--- config.mk ---
export PLATFORM = sky130hd
export DESIGN_NAME = wb_stage_flat
export DESIGN_NICKNAME = d
export VERILOG_FILES = /design/src/rtl/wb_stage_pkg.sv /design/src/rtl/wb_stage_if.sv /design/src/rtl/wb_stage_reg_file.sv /design/src/rtl/wb_stage.sv /design/src/flat_wrapper.sv
export SDC_FILE = /design/constraint.sdc
export NUM_CORES = 2
export LEC_CHECK = 0
export ABC_AREA = 0
export CORE_ASPECT_RATIO = 1.2
export CORE_MARGIN = 2
export CORE_UTILIZATION = 45
export DETAILED_ROUTE_END_ITERATION = 10
export PLACE_DENSITY = 0.74
export SLEW_MARGIN = 10
export SYNTH_ARGS = -nofsm -noshare
export SYNTH_HDL_FRONTEND = slang
export SYNTH_SLANG_ARGS = --single-unit
--- constraint.sdc ---
create_clock -name clock -period 3.9 [get_ports clock]
set_input_delay 0.78 -clock clock [delete_from_list [all_inputs] [get_ports clock]]
set_output_delay 0.78 -clock clock [all_outputs]
set_load 0.01 [all_outputs]
--- src/rtl/wb_stage_pkg.sv ---
// Shared types and constants for the write-back stage and its register file.
package wb_stage_pkg;

  localparam int XLEN       = 32;
  localparam int REG_ADDR_W = 5;
  localparam int NUM_REGS   = 32;

  typedef struct packed {
    logic [XLEN-1:0]       data;
    logic [REG_ADDR_W-1:0] addr;
    logic                  we;
    logic                  valid;
  } wb_reg_t;

  localparam wb_reg_t WB_BUBBLE = '0;

  // Read-port priority: x0, then write-through of the committing WB result, then storage.
  function automatic logic [XLEN-1:0] bypass_read(
    input logic [REG_ADDR_W-1:0] raddr,
    input logic [XLEN-1:0]       stored,
    input logic                  wr_en,
    input logic [REG_ADDR_W-1:0] waddr,
    input logic [XLEN-1:0]       wdata
  );
    if (raddr == '0) begin
      return '0;
    end else if (wr_en && (raddr == waddr)) begin
      return wdata;
    end else begin
      return stored;
    end
  endfunction

endpackage

--- src/rtl/wb_stage_if.sv ---
// MEM-to-WB bus, decode read ports and WB forwarding/retire outputs.
interface wb_stage_if;
  import wb_stage_pkg::*;

  logic [XLEN-1:0]       io_wRegData_MEM;
  logic [REG_ADDR_W-1:0] io_wReg_MEM;
  logic                  io_weReg_MEM;
  logic                  io_valid_MEM;
  logic                  io_stall;
  logic                  io_flush;
  logic [REG_ADDR_W-1:0] io_rs1Addr;
  logic [REG_ADDR_W-1:0] io_rs2Addr;
  logic [XLEN-1:0]       io_rs1Data;
  logic [XLEN-1:0]       io_rs2Data;
  logic [XLEN-1:0]       io_wRegData_WB;
  logic [REG_ADDR_W-1:0] io_wReg_WB;
  logic                  io_weReg_WB;
  logic                  io_valid_WB;
  logic [XLEN-1:0]       io_retireCount;

  modport master (
    output io_wRegData_MEM, io_wReg_MEM, io_weReg_MEM, io_valid_MEM,
    output io_stall, io_flush, io_rs1Addr, io_rs2Addr,
    input  io_rs1Data, io_rs2Data,
    input  io_wRegData_WB, io_wReg_WB, io_weReg_WB, io_valid_WB, io_retireCount
  );

  modport slave (
    input  io_wRegData_MEM, io_wReg_MEM, io_weReg_MEM, io_valid_MEM,
    input  io_stall, io_flush, io_rs1Addr, io_rs2Addr,
    output io_rs1Data, io_rs2Data,
    output io_wRegData_WB, io_wReg_WB, io_weReg_WB, io_valid_WB, io_retireCount
  );

endinterface

--- src/rtl/wb_stage_reg_file.sv ---
// 32-entry register file: one write port, two raw read ports, x0 hardwired to zero.
module reg_file
  import wb_stage_pkg::*;
(
  input  logic                  clk_i,
  input  logic                  rst_i,
  input  logic                  we_i,
  input  logic [REG_ADDR_W-1:0] waddr_i,
  input  logic [XLEN-1:0]       wdata_i,
  input  logic [REG_ADDR_W-1:0] raddr1_i,
  input  logic [REG_ADDR_W-1:0] raddr2_i,
  output logic [XLEN-1:0]       rdata1_o,
  output logic [XLEN-1:0]       rdata2_o
);

  logic [XLEN-1:0] regs_q [NUM_REGS];

  always_ff @(posedge clk_i) begin
    if (rst_i) begin
      for (int i = 0; i < NUM_REGS; i++) begin
        regs_q[i] <= '0;
      end
    end else if (we_i && (waddr_i != '0)) begin
      regs_q[waddr_i] <= wdata_i;
    end
  end

  assign rdata1_o = (raddr1_i == '0) ? '0 : regs_q[raddr1_i];
  assign rdata2_o = (raddr2_i == '0) ? '0 : regs_q[raddr2_i];

endmodule

--- src/rtl/wb_stage.sv ---
// Write-back stage: WB pipeline register, commit, write-through read bypass, retire counter.
module wb_stage
  import wb_stage_pkg::*;
(
  input  logic      clock,
  input  logic      reset,
  wb_stage_if.slave bus
);

  wb_reg_t         wb_q, wb_d;
  logic [XLEN-1:0] retire_cnt_q, retire_cnt_d;
  logic            commit;
  logic            rf_we;
  logic            bypass_en;
  logic [XLEN-1:0] rf_rdata1, rf_rdata2;

  // Flush beats stall so a stalled pipe can still be drained to a bubble.
  always_comb begin
    wb_d = wb_q;
    if (bus.io_flush) begin
      wb_d = WB_BUBBLE;
    end else if (!bus.io_stall) begin
      wb_d.data  = bus.io_wRegData_MEM;
      wb_d.addr  = bus.io_wReg_MEM;
      wb_d.we    = bus.io_weReg_MEM;
      wb_d.valid = bus.io_valid_MEM;
    end
  end

  assign commit       = wb_q.valid & ~bus.io_stall;
  assign rf_we        = commit & wb_q.we;
  assign retire_cnt_d = retire_cnt_q + {{(XLEN-1){1'b0}}, commit};
  // The reset edge discards the WB slot, so nothing may be forwarded during it.
  assign bypass_en    = rf_we & ~reset;

  always_ff @(posedge clock) begin
    if (reset) begin
      wb_q         <= WB_BUBBLE;
      retire_cnt_q <= '0;
    end else begin
      wb_q         <= wb_d;
      retire_cnt_q <= retire_cnt_d;
    end
  end

  reg_file u_reg_file (
    .clk_i    (clock),
    .rst_i    (reset),
    .we_i     (rf_we),
    .waddr_i  (wb_q.addr),
    .wdata_i  (wb_q.data),
    .raddr1_i (bus.io_rs1Addr),
    .raddr2_i (bus.io_rs2Addr),
    .rdata1_o (rf_rdata1),
    .rdata2_o (rf_rdata2)
  );

  assign bus.io_rs1Data = bypass_read(bus.io_rs1Addr, rf_rdata1, bypass_en, wb_q.addr, wb_q.data);
  assign bus.io_rs2Data = bypass_read(bus.io_rs2Addr, rf_rdata2, bypass_en, wb_q.addr, wb_q.data);

  assign bus.io_wRegData_WB = wb_q.data;
  assign bus.io_wReg_WB     = wb_q.addr;
  assign bus.io_weReg_WB    = wb_q.we;
  assign bus.io_valid_WB    = wb_q.valid;
  assign bus.io_retireCount = retire_cnt_q;

endmodule

--- src/flat_wrapper.sv ---
// flat-port wrapper written by rule: the top's interface ports become plain ports
module wb_stage_flat import wb_stage_pkg::*;
  (clock, reset, bus_io_wRegData_MEM, bus_io_wReg_MEM, bus_io_weReg_MEM, bus_io_valid_MEM, bus_io_stall, bus_io_flush, bus_io_rs1Addr, bus_io_rs2Addr, bus_io_rs1Data, bus_io_rs2Data, bus_io_wRegData_WB, bus_io_wReg_WB, bus_io_weReg_WB, bus_io_valid_WB, bus_io_retireCount);
  wb_stage_if bus_i ();
  input  logic clock;
  input  logic reset;
  input wire logic [$bits(bus_i.io_wRegData_MEM)-1:0] bus_io_wRegData_MEM;
  input wire logic [$bits(bus_i.io_wReg_MEM)-1:0] bus_io_wReg_MEM;
  input wire logic [$bits(bus_i.io_weReg_MEM)-1:0] bus_io_weReg_MEM;
  input wire logic [$bits(bus_i.io_valid_MEM)-1:0] bus_io_valid_MEM;
  input wire logic [$bits(bus_i.io_stall)-1:0] bus_io_stall;
  input wire logic [$bits(bus_i.io_flush)-1:0] bus_io_flush;
  input wire logic [$bits(bus_i.io_rs1Addr)-1:0] bus_io_rs1Addr;
  input wire logic [$bits(bus_i.io_rs2Addr)-1:0] bus_io_rs2Addr;
  output wire logic [$bits(bus_i.io_rs1Data)-1:0] bus_io_rs1Data;
  output wire logic [$bits(bus_i.io_rs2Data)-1:0] bus_io_rs2Data;
  output wire logic [$bits(bus_i.io_wRegData_WB)-1:0] bus_io_wRegData_WB;
  output wire logic [$bits(bus_i.io_wReg_WB)-1:0] bus_io_wReg_WB;
  output wire logic [$bits(bus_i.io_weReg_WB)-1:0] bus_io_weReg_WB;
  output wire logic [$bits(bus_i.io_valid_WB)-1:0] bus_io_valid_WB;
  output wire logic [$bits(bus_i.io_retireCount)-1:0] bus_io_retireCount;
  assign bus_i.io_wRegData_MEM = bus_io_wRegData_MEM;
  assign bus_i.io_wReg_MEM = bus_io_wReg_MEM;
  assign bus_i.io_weReg_MEM = bus_io_weReg_MEM;
  assign bus_i.io_valid_MEM = bus_io_valid_MEM;
  assign bus_i.io_stall = bus_io_stall;
  assign bus_i.io_flush = bus_io_flush;
  assign bus_i.io_rs1Addr = bus_io_rs1Addr;
  assign bus_i.io_rs2Addr = bus_io_rs2Addr;
  assign bus_io_rs1Data = bus_i.io_rs1Data;
  assign bus_io_rs2Data = bus_i.io_rs2Data;
  assign bus_io_wRegData_WB = bus_i.io_wRegData_WB;
  assign bus_io_wReg_WB = bus_i.io_wReg_WB;
  assign bus_io_weReg_WB = bus_i.io_weReg_WB;
  assign bus_io_valid_WB = bus_i.io_valid_WB;
  assign bus_io_retireCount = bus_i.io_retireCount;
  wb_stage u_core (.clock(clock), .reset(reset), .bus(bus_i));
endmodule
# Yosys cells after proc, flatten, opt, wreduce, memory -nomap -nowiden
# Memories as Yosys holds them, arrays and structs flattened.
# Index checks and enable logic that the tools add are counted.
op_classes:
  bitwise: 5
  n_reduce_logical: 8
  add_sub_neg: 1
  n_mux: 12
  n_eq_ne: 2
ops:
  columns: ["cell", "count"]
  rows:
  - ["$mux 32", 5]
  - ["$add 32x1->32", 1]
  - ["$reduce_or 32->1", 1]
  - ["$eq 5x5->1", 2]
  - ["$logic_not 5->1", 2]
  - ["$mux 1", 6]
  - ["$mux 5", 1]
  - ["$reduce_bool 5->1", 1]
  - ["$and 1x1->1", 3]
  - ["$logic_and 1x1->1", 3]
  - ["$not 1->1", 2]
  - ["$reduce_or 2->1", 1]
totals:
  regBits: 71
  mem_bits_rw: 1024
  out_inout_bits: 135
  inputBits: 53
  memories: 1
memory_table:
  columns: ["name", "words", "word_bits", "read_ports", "rd_clocked_by_memory_dff", "wr", "line", "text"]
  rows:
  - ["u_core.u_reg_file.regs_q", 32, 32, 2, 0, 32, "wb_stage_reg_file.sv:16", "logic [XLEN-1:0] regs_q [NUM_REGS];"]

# Depth between registers and ports, before layout
depth:
  word_depth: 9
  ltp_mapped: 10
  ltp_nobuf: 8

# By module
# Synthesis repeated with hierarchy kept, for this count alone.
hier_totals:
  cells_unflattened: 4053
  hier_area_um2: 58374.7
by_module_without_submodules:
  columns: ["mod", "cells_each", "n_inst", "area_each_um2"]
  rows:
  - ["reg_file", 3502, 1, 54253.3]
  - ["wb_stage", 551, 1, 4121.5]

# Least setup slack after synthesis
# Ideal clock, no wire load.
synth_timing:
  kind: "input-to-output"
  start: "in bus_io_rs2Addr[1]"
  end: "out bus_io_rs2Data[0]"
  path_buffers: 3
  setup_slack_ns: 0.510
  arrival_time_ns: 2.610
  path_stages: 7
  required_ns: 3.120
  cell_sequence: "buf_2 buf_2 buf_1 mux4_1 mux4_2 a222oi_1 inv_1"
synth_between:
  elab_chain_cells: 4
  elab_cells_between_ends: 6
  classes_between: "eq/ne (1); mux (2); reduce/logical (2); memory (1)"
synth_rtl:
  columns: ["item", "line", "text"]
  rows:
  - ["start, declared", "flat_wrapper.sv:14", "input wire logic [$bits(bus_i.io_rs2Addr)-1:0] bus_io_rs2Addr;"]
  - ["parallel branches: the longest is 3 deep, another holds $mem_v2 32x32", null, null]
  - ["$mux 32 (*)", "wb_stage_pkg.sv:25", "if (raddr == '0) begin"]
  - ["end, declared", "flat_wrapper.sv:16", "output wire logic [$bits(bus_i.io_rs2Data)-1:0] bus_io_rs2Data;"]
# Every way passes the cells marked *.

# Worst setup path after layout
layout_timing:
  start: "in bus_io_rs2Addr[1]"
  end: "out bus_io_rs2Data[17]"
# Same word-level chain as after synthesis.

==> results.py <==
metrics = {
    "sta": {
        "finalHoldViolations": 0,
        "worst_pin_slew_ns": 1.01,
        "final-max-slew-violation-count": 0,
        "fin_skew_ns": 0.0419,
        "worst_slack_ns": -0.182,
        "timing.final.crit_share_pct": 105,
        "rsz0062_at_grt": "true",
        "relSlewSlack_pct": 32.6,
        "finalSetupViolCount": 9,
        "finalCriticalPeriod_ns": 4.08,
        "fmax_ghz": 0.245,
    },
    "critical_path": {
        "cp.required_ns": 3.12,
        "start_kind": "input pin",
        "critical_path_class": "in2out",
        "worstPathArrival_ns": 3.30,
        "endpoint_kind": "output port",
        "worstPathMaxFanout": 13,
    },
    "global_routing": {
        "track_usage_pct": 32.2,
        "grt_use_met3_pct": 8.82,
        "grt_pass1_wl_um": 304000,
        "globalRouteMet2Util_pct": 48.6,
        "antenna_found_initial": 11,
        "grt_pass1_vias": 42662,
        "grt_start_max_net_pins": 55,
        "grtUsageMet1_pct": 40.2,
        "grt_overflow": 0,
        "top_usage_layer": "met2",
    },
    "cts": {
        "clk_pin_slew_ns": 0.06,
        "clk_latency_ns": 0.74,
        "cts_max_level": 3,
        "tritoncts": "built",
        "clock-sinks": 1095,
        "cts_made_buffers": 113,
        "root_buffer": "clkbuf_16",
        "cts_buffer_depth": 3,
    },
    "power": {
        "vdd_drop_max_mv": 0.443,
        "powerDensity_nw_per_um2": 395,
        "cellLeakagePower_nw": 26.8,
        "total_power_w": 0.0280,
    },
    "synth": {
        "synthDistinctLibCells": 65,
        "netlist.area_leader.share_pct": 52.6,
        "synth_common_cells": "edfxtp_1 (1024), and2_1 (997), mux4_2 (400)",
        "synth_edf_count": 1024,
        "synth_area_leaders": "edfxtp_1 (53%), mux4_2 (15%), and2_1 (11%), mux2i_1 (5.6%), dfxtp_1 (2.4%)",
        "synth_seq_cells": 1095,
        "yosysMostFrequentCell": "edfxtp_1",
        "synth.yosys.seq_area_share_pct": 55.0,
        "synthCells": 4151,
        "yosysTopAreaCell": "edfxtp_1",
        "ys.flop_type": "edfxtp_1",
        "synth.avg_cell_area_um2": 14.1,
        "async_flop_share_pct": 0,
        "synth_area_um2": 58400,
        "yosysWarnings": 0,
    },
    "detailed_routing": {
        "drc": 0,
        "avgViaCountPerCell": 6.69,
        "detail_route.wl_per_cell_um": 34.1,
        "postRouteAntennaNets": 0,
        "routed_wl_um": 219000,
        "first_pass_iters": 8,
        "vias": 42889,
        "drt_iter0_drc": 7512,
    },
    "place": {
        "port_buffers": 187,
        "gp_congestion": 0.975,
        "dp_hpwl_um": 137000,
        "dp.cells": 6133,
    },
    "finish": {
        "instances_no_fill": 6407,
        "num-nets-final": 4686,
        "drive_above_1_share_pct": 28.9,
        "fillers": 10063,
        "seqCellArea_um2": 32200,
        "multi_input_area_um2": 25300,
        "areaGrowthSynthToFinish_pct": 21.4,
    },
    "die": {
        "io_pins": 188,
        "die_h_um": 399,
        "die_width_um": 333,
        "placementRows": 144,
        "core_area_um2": 129000,
        "die_area_um2": 133000,
        "initial_utilization_pct": 45.4,
    },
    "min_path": {
        "min_path_type": "reg2reg",
    },
    "outcome": {
        "status": "finished, violations left",
        "violations": "setup timing",
    },
    "flow_run": {
        "drv_cap": 0,
    },
}
## worst max-delay path, stage by stage
cell and delay (ns):
clkbuf_8 0.20, nor2b_4 0.34, buf_4 0.26, a221oi_2 0.09, o21ai_1 0.48, a21oi_1 0.19
a221o_2 0.42, clkdlybuf4s50_1 0.51
## cells by family (layout without fill, tap and decap cells)
group | after synthesis | after routing | share of synthesized area (%)
simple gates | 1442 | 1442 | 14.2
buf+inv | 435 | 976 | 3.59
xor+xnor | 37 | 37 | 0.554
mux | 740 | 740 | 21.5
flops | 1095 | 1095 | 55.0
fa+ha+maj | 2 | 2 | 0.0428
compound gates | 399 | 399 | 5.04
other cells | 1 | 37 | 0.00642
## metal layers
metal,vias to the layer above,part of all wire (%)
met5,-,0.024
met2,3886,44
li1,16756,-
met4,8,8.3
met1,21294,33
met3,945,15
## report_power, final
part	total, W	internal (W)	switching [W]
Clock	0.0108	0.00603	0.00476
Combinational	0.00378	0.00166	0.00212
Sequential	0.0134	0.0132	0.000259
## through the flow
stage / instance area, µm² / utilization (%) / setup slack (ns) / hold WS (ns) / setup TNS, ns
after CTS: 70400 / 54.7 / -0.180 / 0.504 / -1.34
after detailed placement: 65600 / 51.0 / -0.632 / 0.496 / -14.41
after global routing: 71000 / 55.2 / -0.146 / 0.545 / -0.588
after floorplan: 58600 / - / 0.510 / 0.510 / 0
after global placement: 65600 / 51.0 / -0.651 / 0.481 / -13.50
final: 71000 / 55.2 / -0.182 / 0.504 / -0.437
## layout make-up
type                       count  area share, %
sequential                  1095           45.4
multi-input combinational   2652           35.6
timing repair buffer         756           10.9
clock buffer                 145           4.34
tap                         1679           2.96
clock inverter                62          0.769
inverter                      13         0.0688
antenna                        5         0.0176
## what timing repair did
action	4_1_cts	5_1_grt
hold buffers	0	0
gates resized for setup	211	93
endpoints found under the setup margin	64	30
gates cloned	8	2
endpoints found under the hold margin	0	0
buffers inserted	32	21
pin swaps	31	20
## registers in the layout, indices dropped and copies added, names as in the netlist
register	count
u_core.bus.io_wReg_WB	5
u_core.bus.io_wRegData_WB	32
u_core.u_reg_file.regs_q	1024
u_core.bus.io_weReg_WB	1
u_core.bus.io_retireCount	32
u_core.bus.io_valid_WB	1
## cells in the final DEF, fill, tap and decap left out, types with 49 or more instances in the layout
cell type	instances
edfxtp_1	1024
dfxtp_1	65
mux4_2	403
clkdlybuf4s50_1	115
and2_1	995
nand2_1	118
buf_4	445
nand3_1	49
buf_12	84
a221oi_1	74
clkbuf_16	118
nor2_1	110
mux2i_1	319
## final timing paths
kind / from / endpoint / slack [ns] / depth (start not counted)
hold reg to reg: u_core.bus.io_retireCount[25] / u_core.bus.io_retireCount[25] / 0.50 / 2
setup reg to reg: u_core.bus.io_valid_WB / u_core.u_reg_file.regs_q[7][5] / 0.98 / 6
hold / removal: u_core.bus.io_retireCount[25] / u_core.bus.io_retireCount[25] / 0.50 / 2
setup / recovery: bus_io_rs2Addr[1] / bus_io_rs2Data[17] / -0.18 / 8
No activity file was read; power rests on OpenSTA's default activity.
